**src/rtl/mult_pkg.sv**
```systemverilog
// Shared definitions for the iterative multiplier.
//   state_t           : FSM encoding (IDLE, RUN, FINAL)
//   num_steps()       : number of digit steps N = width / bits-per-cycle
//   bpc_is_legal()    : legal bits-per-cycle set {1, 2, 4}
package mult_pkg;

   typedef logic [1:0] state_t;

   localparam state_t IDLE  = 2'd0;
   localparam state_t RUN   = 2'd1;
   localparam state_t FINAL = 2'd2;

   function automatic int unsigned num_steps(input int unsigned width, input int unsigned bpc);
      return width / bpc;
   endfunction

   function automatic bit bpc_is_legal(input int unsigned bpc);
      return (bpc == 1) || (bpc == 2) || (bpc == 4);
   endfunction

endpackage

```
**src/rtl/mult_step.sv**
```systemverilog
// Combinational partial-product step.
//   mcand     : unsigned multiplicand magnitude
//   digit     : current BITS_PER_CYCLE-bit multiplier digit
//   acc_slice : upper WIDTH bits of the accumulator
//   acc_next  : acc_slice + mcand * digit (WIDTH+BITS_PER_CYCLE bits, cannot overflow)
module mult_step
   import mult_pkg::*;
#(
   parameter int unsigned WIDTH          = 32,
   parameter int unsigned BITS_PER_CYCLE = 1
) (
   input  logic [WIDTH-1:0]                mcand,
   input  logic [BITS_PER_CYCLE-1:0]       digit,
   input  logic [WIDTH-1:0]                acc_slice,
   output logic [WIDTH+BITS_PER_CYCLE-1:0] acc_next
);

   localparam int unsigned SW = WIDTH + BITS_PER_CYCLE;

   always_comb begin
      acc_next = SW'(mcand) * SW'(digit) + SW'(acc_slice);
   end

endmodule

```
**src/rtl/seq_multiplier.sv**
```systemverilog
// Iterative signed/unsigned WIDTH x WIDTH multiplier with HI/LO result registers.
//   clk, reset : rising-edge clock, asynchronous active-high reset
//   start      : request a multiply (accepted only when idle)
//   is_signed  : treat a/b as two's complement
//   a, b       : multiplicand / multiplier, sampled with start
//   busy       : operation in flight (stall request)
//   done       : one-cycle pulse, hi/lo valid from this cycle
//   hi, lo     : upper / lower halves of the product, held until next completion
module seq_multiplier
   import mult_pkg::*;
#(
   parameter int unsigned WIDTH          = 32,
   parameter int unsigned BITS_PER_CYCLE = 1
) (
   input  logic             clk,
   input  logic             reset,
   input  logic             start,
   input  logic             is_signed,
   input  logic [WIDTH-1:0] a,
   input  logic [WIDTH-1:0] b,
   output logic             busy,
   output logic             done,
   output logic [WIDTH-1:0] hi,
   output logic [WIDTH-1:0] lo
);

   localparam int unsigned N  = num_steps(WIDTH, BITS_PER_CYCLE);
   localparam int unsigned CW = $clog2(N + 1);
   localparam int unsigned AW = 2 * WIDTH;

   if (!bpc_is_legal(BITS_PER_CYCLE) || ((WIDTH % BITS_PER_CYCLE) != 0) || (WIDTH < 4) ||
       ((WIDTH % 2) != 0)) begin : g_bad_cfg
      $error("seq_multiplier: illegal WIDTH / BITS_PER_CYCLE combination");
   end

   state_t                   state_q, state_d;
   logic [CW-1:0]            count_q, count_d;
   logic [WIDTH-1:0]         mcand_q, mcand_d;
   logic [WIDTH-1:0]         mplier_q, mplier_d;
   logic [AW-1:0]            acc_q, acc_d;
   logic                     neg_q, neg_d;
   logic [WIDTH-1:0]         hi_q, hi_d;
   logic [WIDTH-1:0]         lo_q, lo_d;
   logic                     done_q, done_d;
   logic                     busy_q, busy_d;

   logic [WIDTH+BITS_PER_CYCLE-1:0] step_sum;
   logic [AW-1:0]                   acc_step;
   logic [AW-1:0]                   result;

   mult_step #(
      .WIDTH          (WIDTH),
      .BITS_PER_CYCLE (BITS_PER_CYCLE)
   ) u_step (
      .mcand     (mcand_q),
      .digit     (mplier_q[BITS_PER_CYCLE-1:0]),
      .acc_slice (acc_q[AW-1:WIDTH]),
      .acc_next  (step_sum)
   );

   // The partial product is added to the upper half and the whole accumulator
   // shifts right by one digit, so after N steps it holds the full product.
   always_comb begin
      acc_step = AW'({step_sum, acc_q[WIDTH-1:0]} >> BITS_PER_CYCLE);
   end

   always_comb begin
      state_d  = state_q;
      count_d  = count_q;
      mcand_d  = mcand_q;
      mplier_d = mplier_q;
      acc_d    = acc_q;
      neg_d    = neg_q;
      hi_d     = hi_q;
      lo_d     = lo_q;
      done_d   = 1'b0;
      result   = acc_step;

      case (state_q)
         IDLE: begin
            if (start) begin
               // |most negative| = 2^(WIDTH-1) still fits the unsigned register.
               mcand_d  = (is_signed && a[WIDTH-1]) ? WIDTH'(0) - a : a;
               mplier_d = (is_signed && b[WIDTH-1]) ? WIDTH'(0) - b : b;
               neg_d    = is_signed & (a[WIDTH-1] ^ b[WIDTH-1]);
               acc_d    = '0;
               count_d  = CW'(N);
               state_d  = (N == 1) ? FINAL : RUN;
            end
         end
         RUN: begin
            acc_d    = acc_step;
            mplier_d = mplier_q >> BITS_PER_CYCLE;
            count_d  = count_q - CW'(1);
            if (count_d == CW'(1)) begin
               state_d = FINAL;
            end
         end
         FINAL: begin
            // Last digit is retired here together with the sign fix-up.
            acc_d    = acc_step;
            mplier_d = mplier_q >> BITS_PER_CYCLE;
            count_d  = count_q - CW'(1);
            result   = neg_q ? AW'(0) - acc_step : acc_step;
            hi_d     = result[AW-1:WIDTH];
            lo_d     = result[WIDTH-1:0];
            done_d   = 1'b1;
            state_d  = IDLE;
         end
         default: begin
            state_d = IDLE;
         end
      endcase

      busy_d = (state_d != IDLE);
   end

   always_ff @(posedge clk or posedge reset) begin
      if (reset) begin
         state_q  <= IDLE;
         count_q  <= '0;
         mcand_q  <= '0;
         mplier_q <= '0;
         acc_q    <= '0;
         neg_q    <= 1'b0;
         hi_q     <= '0;
         lo_q     <= '0;
         done_q   <= 1'b0;
         busy_q   <= 1'b0;
      end else begin
         state_q  <= state_d;
         count_q  <= count_d;
         mcand_q  <= mcand_d;
         mplier_q <= mplier_d;
         acc_q    <= acc_d;
         neg_q    <= neg_d;
         hi_q     <= hi_d;
         lo_q     <= lo_d;
         done_q   <= done_d;
         busy_q   <= busy_d;
      end
   end

   assign busy = busy_q;
   assign done = done_q;
   assign hi   = hi_q;
   assign lo   = lo_q;

endmodule

```
**config.mk**
```make
export PLATFORM = sky130hd
export DESIGN_NAME = seq_multiplier
export DESIGN_NICKNAME = d
export VERILOG_FILES = /design/src/rtl/mult_pkg.sv /design/src/rtl/mult_step.sv /design/src/rtl/seq_multiplier.sv
export SDC_FILE = /design/constraint.sdc
export NUM_CORES = 1
export LEC_CHECK = 0
export CAP_MARGIN = 20
export CORE_MARGIN = 4
export CORE_UTILIZATION = 62
export DETAILED_ROUTE_END_ITERATION = 10
export PLACE_DENSITY_LB_ADDON = 0.12
export SYNTH_ARGS = -nofsm -noshare
export SYNTH_HDL_FRONTEND = slang
export SYNTH_SLANG_ARGS = --single-unit
```
**constraint.sdc**
```tcl
create_clock -name clk -period 11.8 [get_ports clk]
set_input_delay 2.95 -clock clk [delete_from_list [all_inputs] [get_ports clk]]
set_output_delay 2.95 -clock clk [all_outputs]
set_load 0.03 [all_outputs]
```
==> metrics <==
outcome finished clean; crit path capture type flip-flop; core box area between 20000 and 25000 µm²; Post-CTS Hold Fix Bufs 0; Netlist Area Pre-Place 12710 µm²; final hold vios 0; ant diodes 0; RSZ-0062 raised after global routing no; Synth Instances ~1500; DRT Pass-1 Iters 5; placed cell count around 1800; Pint just under 0.002 W; Avg Inst Size Synth between 8 and 9 µm²; slowest CP cell nor3_1; die height 151.2 µm; vias per inst a little under 6; drt initial violations 747; Area Growth Syn to Fin 16.79%; critical path arrival around 6 ns; Layout Cells excl Fill between 1500 and 2000; Port Buffers around 130; crit start category primary input; critical path type primary input to flip-flop; Slew Viols, Final 0; Final min period between 5 and 6 ns; syn_nets 1608; antenna violations before repair 0; Pleak about 6.6 nW; CTS sink count 202; post-detailed-route wirelength per cell 16.19 µm; Routability Congestion ~0.96; Critical Path RT ~12 ns; global-route usage over all layers about a quarter; critical-path cell list clkdlybuf4s50_1, or4_1, nor2_1, nand3_1, nor3_1, nand2_1, or3_1, o31ai_1, xnor2_1, mux2i_1, o21ai_0; post-synth top area cell dfrtp_1; Die W ~150 µm; Setup-failing EPs final 0; Distinct cells, synth 80; crit share post-route a little under half; Post-synth EDFFs 0; Post-route DRC 0; CTS tree done; final core utilization around 74%; dpl hpwl ~22000 µm; leading cell type in the layout, fill and taps excluded nand2_1; Die ar. roughly 23000 µm²; Max transition margin 32.29%; layout cells sized above 1 a little under 5%; Cell Rows between 50 and 60; first-pass GRT wire length about 50000 µm; worst-path fanout max 6; clock share of power 19.6%; Max Cap Violations 0; # IOs between 100 and 150; Worst-Skew Late Latency 0.52 ns; top cell type's share of synthesized area 39.78%; Worst Hold Class flip-flop to flip-flop; net switching power between 0.0015 and 0.002 W; grt ovf 0; Clk pin slew, worst setup/hold paths 0.06 ns; register area share after synthesis 39.78%; Reg power frac a little under a third; final WL 30090 µm; cts bufs inserted 22; most frequent cells in the layout nand2_1, dfrtp_1, a21oi_1; Fillers between 1500 and 2000; H-tree Lvls 1; Worst Skew between 0.02 and 0.025 ns; Ys Warns 0; largest net degree at the start of global routing ~130; Root Buffer clkbuf_16; total chip power between 0.003 and 0.004 W; PostCTS Resize Cnt 0; synth top area cells dfrtp_1, xor2_1, nand2_1; worst-margin pin slew approximately 1 ns; combinational group share of total power 50.2%; f_max ~180 MHz; final setup margin 6.159 ns; detailed-route via count around 11000; Setup Slack @ Placement approximately 5.7 ns; Layout Nets ~1700; Yosys reg bits around 200; Starting Density around 63%; Async S/R FF share, synth between 90% and 100%; Routed Antenna Nets 0; Switching Fraction 43.79%; vias in the first global route 10067; Pwr per Cell Area roughly 240 nW/µm²; worst ir drop on vdd roughly 150 µV; setup TNS 0 ns; Setup Buffers After CTS 0; top_reg_cell synth dfrtp_1; Longest Clk Path Bufs 3; Slowest Stage Delay on Critical Path approximately 0.63 ns
## logic make-up (layout without fill, tap and decap cells)
| group | Yosys count | after routing | share of synthesized area, % |
|---|---|---|---|
| buffers and inverters | 114 | 203 | 3.594 |
| AO/OA/AOI/OAI | 432 | 432 | 20.73 |
| adder cells (fa/ha/maj) | 41 | 41 | 4.097 |
| flip-flops | 202 | 202 | 39.78 |
| AND/OR/NAND/NOR | 559 | 559 | 21.14 |
| multiplexers | 14 | 14 | 1.211 |
| XOR/XNOR | 137 | 137 | 9.444 |
## path summary, 6_finish.rpt
check                            start            to  slack, ns  depth (start not counted)
setup / recovery                  b[8]  mplier_q[29]       6.16                         11
hold / removal             mcand_q[25]   mcand_q[25]       0.47                          2
min in group asynchronous        reset         lo[3]       3.01                          2
max in group asynchronous        reset   mcand_q[26]       7.28                          3
hold reg to reg            mcand_q[25]   mcand_q[25]       0.47                          2
setup reg to reg           mplier_q[0]        hi[30]       6.72                         13
## power groups by stage
stage | registers, W | logic, W | clock network (W)
after floorplan | 0.00115 | 0.00117 | 0
after global placement | 0.00105 | 0.00170 | 0
after detailed placement | 0.00107 | 0.00175 | 0
after CTS | 0.00106 | 0.00176 | 0.000697
after global routing | 0.00109 | 0.00195 | 0.000730
final | 0.00106 | 0.00176 | 0.000686
## through the flow
| step | area [µm²] | hold WS (ns) |
|---|---|---|
| 6_report | 14840 | 0.4735 |
| 2_1_floorplan | 12710 | 0.4383 |
| 3_3_place_gp | 14110 | 0.4503 |
| 3_5_place_dp | 14110 | 0.4643 |
| 5_1_grt | 14840 | 0.5146 |
| 4_1_cts | 14840 | 0.4775 |
## state kept, by name, indices dropped and copies added (netlist names)
register  count
acc_q        63
hi           32
mcand_q      32
lo           32
state_q       2
done          1
mplier_q     32
neg_q         1
busy          1
count_q       6
## per-layer routing
layer  global-route usage, %  vias to the layer above  share of wire (%)
li1                        -                     5474                  -
met4                   5.394                        0                1.3
met2                   39.76                      333                 43
met1                   41.11                     5187                 49
met3                   3.920                       38                7.1
met5                       0                        -                  0
## synth_stat cells (31+ instances only)
library cell  count
o31ai_1          31
nand2_1         210
and2_1           43
o21ai_0         134
xnor2_1          39
xor2_1           98
dfrtp_1         202
ha_1             40
nor2_1          132
clkbuf_1         80
nand3_1          50
a21oi_1         143
## final cells by class
cell class                      count  area, µm²  share of cell area, %
Sequential cell                   202       5055                  34.06
Timing Repair Buffer              141       1391                  9.376
Clock buffer                       31      614.3                  4.140
Inverter                           23      93.84                 0.6324
Tap cell                          270      337.8                  2.277
Clock inverter                      8      112.6                 0.7589
Multi-Input combinational cell   1183       7234                  48.75
## worst max-delay path: cells and delay by family
family / cells / cell delay [ns]
AO/OA/AOI/OAI: 2 / 0.34
XOR/XNOR: 1 / 0.09
buffers and inverters: 1 / 0.45
multiplexers: 1 / 0.13
AND/OR/NAND/NOR: 6 / 2.03
Note: power is estimated with default switching activity, not from simulation.
